==> src/rtl/sub_bytes_pipe.sv <==
// sub_bytes_pipe: multi-lane pipelined AES SubBytes / InvSubBytes built from
// composite-field GF((2^4)^2) arithmetic, with valid/ready flow control on
// both sides so the round controller can stall it.
module sub_bytes_pipe #(
    parameter int LANES       = 4,
    parameter int PIPE_STAGES = 2,
    parameter bit INV_EN      = 1'b1
) (
    input  logic               clk,
    input  logic               reset,
    input  logic               in_valid,
    output logic               in_ready,
    input  logic [8*LANES-1:0] in_data,
    input  logic               in_inv,
    output logic               out_valid,
    input  logic               out_ready,
    output logic [8*LANES-1:0] out_data,
    output logic               out_inv,
    output logic [1:0]         occupancy
);
    localparam int DW    = 8 * LANES;
    localparam int MW    = 12 * LANES;
    localparam int MID_N = (PIPE_STAGES > 1) ? PIPE_STAGES - 1 : 1;

    // GF(2^2) multiply
    function automatic logic [1:0] gf2_mul(input logic [1:0] q, input logic [1:0] w);
        logic [1:0] k;
        k[1] = (q[1] & w[1]) ^ (q[0] & w[1]) ^ (q[1] & w[0]);
        k[0] = (q[1] & w[1]) ^ (q[0] & w[0]);
        return k;
    endfunction

    // GF(2^2) multiply by the constant phi
    function automatic logic [1:0] gf2_mul_phi(input logic [1:0] q);
        return {q[1] ^ q[0], q[1]};
    endfunction

    // GF(2^4) multiply over GF(2^2)
    function automatic logic [3:0] gf4_mul(input logic [3:0] q, input logic [3:0] w);
        logic [1:0] hh, ll, ss;
        hh = gf2_mul(q[3:2], w[3:2]);
        ll = gf2_mul(q[1:0], w[1:0]);
        ss = gf2_mul(q[3:2] ^ q[1:0], w[3:2] ^ w[1:0]);
        return {ss ^ ll, gf2_mul_phi(hh) ^ ll};
    endfunction

    // GF(2^4) square
    function automatic logic [3:0] gf4_sq(input logic [3:0] q);
        return {q[3], q[3] ^ q[2], q[2] ^ q[1], q[3] ^ q[1] ^ q[0]};
    endfunction

    // GF(2^4) multiply by the constant lambda
    function automatic logic [3:0] gf4_mul_lambda(input logic [3:0] q);
        return {q[2] ^ q[0], q[3] ^ q[2] ^ q[1] ^ q[0], q[3], q[2]};
    endfunction

    // GF(2^4) multiplicative inverse; inverse of 0 comes out as 0
    function automatic logic [3:0] gf4_inv(input logic [3:0] q);
        logic [3:0] x;
        x[3] = q[3] ^ (q[3] & q[2] & q[1]) ^ (q[3] & q[0]) ^ q[2];
        x[2] = (q[3] & q[2] & q[1]) ^ (q[3] & q[2] & q[0]) ^ (q[3] & q[0]) ^ q[2] ^ (q[2] & q[1]);
        x[1] = q[3] ^ (q[3] & q[2] & q[1]) ^ (q[3] & q[1] & q[0]) ^ q[2] ^ (q[2] & q[0]) ^ q[1];
        x[0] = (q[3] & q[2] & q[1]) ^ (q[3] & q[2] & q[0]) ^ (q[3] & q[1]) ^ (q[3] & q[1] & q[0])
             ^ (q[3] & q[0]) ^ q[2] ^ (q[2] & q[1]) ^ (q[2] & q[1] & q[0]) ^ q[1] ^ q[0];
        return x;
    endfunction

    // GF(2^8) -> GF((2^4)^2) isomorphism
    function automatic logic [7:0] iso_map(input logic [7:0] q);
        logic [7:0] d;
        d[7] = q[7] ^ q[5];
        d[6] = q[7] ^ q[6] ^ q[4] ^ q[3] ^ q[2] ^ q[1];
        d[5] = q[7] ^ q[5] ^ q[3] ^ q[2];
        d[4] = q[7] ^ q[5] ^ q[3] ^ q[2] ^ q[1];
        d[3] = q[7] ^ q[6] ^ q[2] ^ q[1];
        d[2] = q[7] ^ q[4] ^ q[3] ^ q[2] ^ q[1];
        d[1] = q[6] ^ q[4] ^ q[1];
        d[0] = q[6] ^ q[1] ^ q[0];
        return d;
    endfunction

    // GF((2^4)^2) -> GF(2^8) isomorphism
    function automatic logic [7:0] inv_iso_map(input logic [7:0] d);
        logic [7:0] q;
        q[7] = d[7] ^ d[6] ^ d[5] ^ d[1];
        q[6] = d[6] ^ d[2];
        q[5] = d[6] ^ d[5] ^ d[1];
        q[4] = d[6] ^ d[5] ^ d[4] ^ d[2] ^ d[1];
        q[3] = d[5] ^ d[4] ^ d[3] ^ d[2] ^ d[1];
        q[2] = d[7] ^ d[4] ^ d[3] ^ d[2] ^ d[1];
        q[1] = d[5] ^ d[4];
        q[0] = d[6] ^ d[5] ^ d[4] ^ d[2] ^ d[0];
        return q;
    endfunction

    // Forward affine: x ^ rotl1..rotl4 ^ 0x63
    function automatic logic [7:0] affine(input logic [7:0] x);
        return x ^ {x[6:0], x[7]} ^ {x[5:0], x[7:6]} ^ {x[4:0], x[7:5]} ^ {x[3:0], x[7:4]} ^ 8'h63;
    endfunction

    // Inverse affine: rotl1 ^ rotl3 ^ rotl6 ^ 0x05
    function automatic logic [7:0] inv_affine(input logic [7:0] x);
        return {x[6:0], x[7]} ^ {x[4:0], x[7:5]} ^ {x[1:0], x[7:2]} ^ 8'h05;
    endfunction

    // Front segment per lane: {qH, qH^qL, value to invert}
    function automatic logic [MW-1:0] front_lanes(input logic [DW-1:0] data, input logic inv);
        logic [MW-1:0] r;
        logic [7:0]    b, d;
        logic [3:0]    qh, ql;
        r = '0;
        for (int k = 0; k < LANES; k++) begin
            b  = data[8*k +: 8];
            if (inv) b = inv_affine(b);
            d  = iso_map(b);
            qh = d[7:4];
            ql = d[3:0];
            r[12*k +: 12] = {qh, qh ^ ql, gf4_mul_lambda(gf4_sq(qh)) ^ gf4_mul(qh ^ ql, ql)};
        end
        return r;
    endfunction

    // Middle segment per lane: replace the low nibble by its GF(2^4) inverse
    function automatic logic [MW-1:0] mid_lanes(input logic [MW-1:0] s);
        logic [MW-1:0] r;
        r = s;
        for (int k = 0; k < LANES; k++) begin
            r[12*k +: 4] = gf4_inv(s[12*k +: 4]);
        end
        return r;
    endfunction

    // Back segment per lane: finish the inverse, map back, forward affine if encrypting
    function automatic logic [DW-1:0] back_lanes(input logic [MW-1:0] s, input logic inv);
        logic [DW-1:0] r;
        logic [7:0]    b;
        logic [3:0]    x;
        r = '0;
        for (int k = 0; k < LANES; k++) begin
            x = s[12*k +: 4];
            b = inv_iso_map({gf4_mul(s[12*k+8 +: 4], x), gf4_mul(s[12*k+4 +: 4], x)});
            r[8*k +: 8] = inv ? b : affine(b);
        end
        return r;
    endfunction

    logic                   in_mode;
    logic                   accept;
    logic                   retire;
    logic [PIPE_STAGES-1:0] v;
    logic [PIPE_STAGES-1:0] m;
    logic [PIPE_STAGES-1:0] vin;
    logic [PIPE_STAGES-1:0] min;
    logic [PIPE_STAGES-1:0] rdy;
    logic [MW-1:0]          mid_q [MID_N];
    logic [MW-1:0]          mid_d [MID_N];
    logic [DW-1:0]          out_q;
    logic [DW-1:0]          out_d;
    logic [1:0]             occ_q;

    assign in_mode   = in_inv & INV_EN;
    assign in_ready  = rdy[0];
    assign out_valid = v[PIPE_STAGES-1];
    assign out_data  = out_q;
    assign out_inv   = m[PIPE_STAGES-1];
    assign occupancy = occ_q;
    assign accept    = in_valid & rdy[0];
    assign retire    = v[PIPE_STAGES-1] & out_ready;

    // A stage can take a new entry when it or any stage downstream is empty, or the output retires
    always_comb begin
        rdy = '0;
        for (int i = 0; i < PIPE_STAGES; i++) begin
            rdy[i] = out_ready;
            for (int j = i; j < PIPE_STAGES; j++) begin
                if (!v[j]) rdy[i] = 1'b1;
            end
        end
    end

    for (genvar g = 0; g < PIPE_STAGES; g++) begin : g_stage
        if (g == 0) begin : g_src_in
            assign vin[g] = in_valid;
            assign min[g] = in_mode;
        end else begin : g_src_prev
            assign vin[g] = v[g-1];
            assign min[g] = m[g-1];
        end

        // Valid and mode bit travel together; the mode only loads with a real entry
        always_ff @(posedge clk or posedge reset) begin
            if (reset) begin
                v[g] <= 1'b0;
                m[g] <= 1'b0;
            end else if (rdy[g]) begin
                v[g] <= vin[g];
                if (vin[g]) m[g] <= min[g];
            end
        end
    end

    for (genvar g = 0; g < PIPE_STAGES - 1; g++) begin : g_mid
        // Intermediate datapath register, held when no valid entry arrives
        always_ff @(posedge clk or posedge reset) begin
            if (reset) begin
                mid_q[g] <= '0;
            end else if (rdy[g] && vin[g]) begin
                mid_q[g] <= mid_d[g];
            end
        end
    end

    if (PIPE_STAGES == 1) begin : g_p1
        assign out_d = back_lanes(mid_lanes(front_lanes(in_data, in_mode)), in_mode);
    end else if (PIPE_STAGES == 2) begin : g_p2
        assign mid_d[0] = front_lanes(in_data, in_mode);
        assign out_d    = back_lanes(mid_lanes(mid_q[0]), m[0]);
    end else begin : g_p3
        assign mid_d[0] = front_lanes(in_data, in_mode);
        assign mid_d[1] = mid_lanes(mid_q[0]);
        assign out_d    = back_lanes(mid_q[1], m[1]);
    end

    // Output register, held stable while stalled or empty
    always_ff @(posedge clk or posedge reset) begin
        if (reset) begin
            out_q <= '0;
        end else if (rdy[PIPE_STAGES-1] && vin[PIPE_STAGES-1]) begin
            out_q <= out_d;
        end
    end

    // In-flight counter: up on accept, down on retire, unchanged when both happen
    always_ff @(posedge clk or posedge reset) begin
        if (reset) begin
            occ_q <= 2'd0;
        end else if (accept && !retire) begin
            occ_q <= occ_q + 2'd1;
        end else if (!accept && retire) begin
            occ_q <= occ_q - 2'd1;
        end
    end
endmodule

==> config.mk <==
export PLATFORM = sky130hd
export DESIGN_NAME = sub_bytes_pipe
export DESIGN_NICKNAME = d
export VERILOG_FILES = /design/src/rtl/sub_bytes_pipe.sv
export SDC_FILE = /design/constraint.sdc
export NUM_CORES = 1
export LEC_CHECK = 0
export CORE_MARGIN = 2
export CORE_UTILIZATION = 29
export CTS_CLUSTER_SIZE = 25
export DETAILED_ROUTE_END_ITERATION = 8
export PLACE_DENSITY = 0.42
export REMOVE_ABC_BUFFERS = 1
export SETUP_SLACK_MARGIN = 0.4
export SLEW_MARGIN = 25
export SYNTH_ARGS = -nofsm -noshare
export SYNTH_HDL_FRONTEND = slang
export SYNTH_SLANG_ARGS = --single-unit
==> constraint.sdc <==
create_clock -name clk -period 3.6 [get_ports clk]
set_clock_uncertainty 0.15 [all_clocks]
set_input_delay 0.72 -clock clk [delete_from_list [all_inputs] [get_ports clk]]
set_output_delay 0.72 -clock clk [all_outputs]
set_load 0.01 [all_outputs]
# == Word level (Yosys, flattened, before mapping) ==
# Cells that the tools add are included.
# Widths: inputs -> output; s select.
# classes
addsub,2
n_mux,13
bitwise_logic,642
reduce_logical,9
# op_table
operator,n
$xor 1x1->1,376
$xor 8x8->8,24
$and 1x1->1,182
$xor 2x2->2,44
$mux 8,8
$xor 4x4->4,8
$not 4->4,4
$not 2->2,4
$logic_and 1x1->1,4
$mux 2,2
$reduce_and 2->1,2
$mux 1,3
$add 2x1->2 const B,1
$logic_not 1->1,2
$reduce_bool 2->1,1
$sub 2x1->2 const B,1
# word_totals
register_bits,86
inputBits,37
output_inout_bits,37
word_cells,673

# == Logic depth before layout (Yosys ltp) ==
# depth
ltp_word,26
ltp_mapped,17
mapped_depth_nobuf,16

# == Worst setup path before layout ==
# No wires, ideal clock.
# synth_path
path_kind,input to register
from,input port in_data[31]
to,register mid_q[39] (netlist name)
setup_ns,0.135
arrival_ns,3.935
t_required_ns,3.315
slack_ns,-0.620
path_stages,17
n_path_buf,1
cell_sequence,buf_2 xnor3_1 xor2_1 a21oi_1 xor2_1 xor2_1 xnor2_1 inv_1 ha_1 xor2_1 xor2_1 nand2_1 xnor2_1 xnor2_1 xnor2_1 xnor2_1 o21ai_0
# synth_via
elab_chain_len,13
elab_cells_between_ends,39
classes_between,mux: 1; bitwise: 38
# synth_lines
element,line,source
start: declaration,13,"input logic [8*LANES-1:0] in_data,"
$mux 8 (*),114,if (inv) b = inv_affine(b);
$xor 1x1->1 (tied with other cells),"72, 75",
$xor 1x1->1 (tied with other cells) (2 in series),72,d[6] = q[7] ^ q[6] ^ q[4] ^ q[3] ^ q[2] ^ q[1];
$xor 1x1->1 (on tied branches) (2 in series),-,
$xor 4x4->4,118,"r[12*k +: 12] = {qh, qh ^ ql, gf4_mul_lambda(gf4_sq(qh)) ^ gf4_mul(qh ^ ql, ql)};"
$xor 2x2->2,43,"ss = gf2_mul(q[3:2] ^ q[1:0], w[3:2] ^ w[1:0]);"
$and 1x1->1,28,k[1] = (q[1] & w[1]) ^ (q[0] & w[1]) ^ (q[1] & w[0]);
$xor 1x1->1 (2 in series),28,
$xor 2x2->2,44,"return {ss ^ ll, gf2_mul_phi(hh) ^ ll};"
$xor 4x4->4 (*),118,
end signal: indexed assignment,208,mid_q[g] <= mid_d[g];
end: declaration,155,logic [MW-1:0] mid_q [MID_N];
# Mark *: on every way between the ends. The rest lies on a longest branch, timed or not.
# A chain may end at the register's enable or synchronous reset.

# == Final worst setup path ==
# layout_path
from,input port in_data[25]
to,register mid_q[39] (netlist name)
# layout_via
elab_chain_len,14
elab_cells_between_ends,42
classes_between,mux: 1; bitwise: 41
# layout_lines
element,line,source
$xor 8x8->8,103,"return {x[6:0], x[7]} ^ {x[4:0], x[7:5]} ^ {x[1:0], x[7:2]} ^ 8'h05;"
$mux 8 (*),114,
$xor 1x1->1 or $mux 8 (tied branches),"72, 75, 114",
$xor 1x1->1 (on tied branches) (4 in series),"72, 76",
$xor 4x4->4,118,
$xor 2x2->2,43,
$and 1x1->1,28,
$xor 1x1->1 (2 in series),28,
$xor 2x2->2,44,
$xor 4x4->4 (*),118,
# Marks and branches as above.

==> results.ini <==
[status]
status=finished, final reports clean

[floorplanning]
rows=72
die_h_um=203
start_util=0.295
die-width_um=203
design.core.area_um2=38900
ios=74
dieArea_um2=41200

[logic_synthesis]
ys_ff_latch=86
synth_largest_area_cell=dfrtp_1
synth_cell_types=98
yosysMostFrequentCell=xnor2_1
netlist_instances=1460
syn-cell-area_um2=11500
ys.flop_type=dfrtp_1
synth_edf_count=0
synth_seq_area_share=0.187
yosys-top-cells-count=237 x xnor2_1, 160 x nand2_1, 129 x o21ai_0
synth_top_area_frac=0.187
synthArstFlopShare=1.00
syn_area_per_cell_um2=7.87
synth_area_leaders=dfrtp_1 19%, xnor2_1 18%, xor2_1 8.1%
yosysWarnings=0

[clocking]
clock_latency_ps=360
clock-sinks=86
cts_tree=yes
clk_pin_slew_worst_paths_ps=70
cts_max_path_buffers=2
clock-root-buffer=clkbuf_16
cts_made_buffers=9
htree_num_levels=3

[routing]
via_per_inst=4.85
vias=10800
drt_wl_total_mm=33.3
drt_first_pass_iters=5
drc=0
ant_nets=0
drt-initial-drc-count=565
detail_route.wl_per_cell_um=14.9

[sta]
slew_headroom=0.583
finalCritPeriodShare=0.987
slew_violations=0
fmax_ghz=0.281
rsz0062_at_grt=yes
final_hold_viol_count=0
worst_pin_slew_ps=624
holdWs_ps=322
finalCriticalPeriod_ps=3550
setup_viol=0

[min_path]
hp-class=reg -> reg
hold_depth=1
hold_end=occupancy[1]
min_from=occupancy[1]

[global_route]
grt_max_degree=95
grt_remaining_overflow=0
grt_pass1_vias=10300
grt_usage=0.157
grt_pass1_wl_mm=53.3
antenna_found_initial=0

[critical_path]
crit_type=in -> reg
cp-end-kind=flop
regToRegSetupSlack_ps=300
cp.required_ps=3680
rr_endpoint=out_data[26]
r2r-start=mid_q[39]
r2r.worst_path.cells=11
crit_fanout=3
cp_slowest_cell=xnor3_1
worst_ep_arrival_time_ps=3640
cpPeakStageDelay_ps=390
path_cells=buf_6, xnor3_1, xor2_1, a21oi_1, xor2_1, xor2_1, buf_4, xnor2_2, inv_2, ha_4, xor2_2, xor2_1, nand2_1, xnor2_1, xnor2_1, xnor2_1, xnor2_1, o21ai_1
start_kind=primary input

[layout]
fillers=3962
seq_area_um2=2170
area_delta_synth_final_pct=42.3
final_layout_size_suffix_gt1_frac=0.327
final_nets=1766
n_antenna_cell=0
stdcell_count=2235
postLayoutCellArea_um2=16400
fin_util=0.420
multiInputGateArea_um2=10000

[placement]
port_buffers=73
post_dp_cell_area_um2=14000
hpwlAfterDp_mm=24.2
gp_congestion=0.820
placed_cells=2138

[job]
cap_violations=0

[cells in the final DEF, fill, tap and decap left out, drive strengths merged, types with 7 or more instances in the layout]
cell type / instances
clkbuf: 12
inv: 32
mux2: 10
o211ai: 16
a21boi: 7
dfrtp: 86
o221ai: 10
o21a: 10
nor2: 77
xnor3: 14
o31ai: 7
a21o: 7
nand2b: 46
nand3: 19
a211oi: 16
nor3: 10
o22ai: 22
mux2i: 28
dlygate4sd2: 11
nand2: 161
a2111oi: 10
buf: 314
ha: 17
a21oi: 78
o21ai: 154
xnor2: 241
clkdlybuf4s50: 42
a221oi: 8
xor2: 109
nor2b: 31
[area by class of cell]
cell class | count | share of cell area
multi-input combinational | 1211 | 0.612
timing repair buffer | 372 | 0.190
sequential | 86 | 0.133
tap | 518 | 0.0396
clock buffer | 10 | 0.0146
inverter | 32 | 0.00757
clock inverter | 6 | 0.00275
[worst max-delay path by stage]
| stage | to | slack (ps) | start |
|---|---|---|---|
| floorplan | mid_q[39] | -470 | in_data[31] |
| global placement | mid_q[39] | -910 | in_data[31] |
| detailed placement | mid_q[39] | -930 | in_data[31] |
| CTS | mid_q[39] | 80 | in_data[25] |
| global route | mid_q[39] | -150 | in_data[25] |
| finish | mid_q[39] | 50 | in_data[25] |
[critical path: cells and delay by family]
| kind | cells | cell delay [ps] |
|---|---|---|
| AO/OA/AOI/OAI | 2 | 230 |
| buffers and inverters | 3 | 300 |
| XOR/XNOR | 11 | 2040 |
| AND/OR/NAND/NOR | 1 | 90 |
| adder cells (fa/ha/maj) | 1 | 280 |
[cells by family (layout without fill, tap and decap cells)]
logic type | count (synthesis) | after routing | synth area share
AOI/OAI and AO/OA | 400 | 400 | 0.226
xor gates and xnor gates | 367 | 367 | 0.307
adders and majority gates | 19 | 19 | 0.0202
buffers and inverters | 163 | 420 | 0.0644
DFF | 86 | 86 | 0.187
muxes | 38 | 38 | 0.0342
and+or+nand+nor | 387 | 387 | 0.161
[per-layer routing]
metal	up-vias	routed length, µm	global-route usage
li1	5521	-	-
met1	5150	16000	0.215
met2	142	16200	0.264
met3	20	748	0.0157
met4	0	379	0.0368
met5	-	0	0
[per-stage QoR]
step	TNS (ps)	setup WS (ps)
finish	0	46.7
global route	-154	-154
CTS	0	79.1
detailed placement	-10130	-930
global placement	-8960	-905
floorplan	-1390	-473
[flip-flops by register name, indices dropped and copies added (netlist names)]
signal / cells
m: 1
mid_q: 48
out_data: 32
v: 1
out_valid: 1
occupancy: 2
out_inv: 1
[repair_timing]
action                     4_1_cts  5_1_grt
gates cloned                     0        0
pin swaps                       90       87
setup endpoints to repair       39       44
hold buffers                     0        0
setup buffers                   50       31
gates resized for setup        181      180
Power is left out: the tool's default activity adds up to more than one toggle a clock period on the data nets, which glitch-free logic cannot reach.
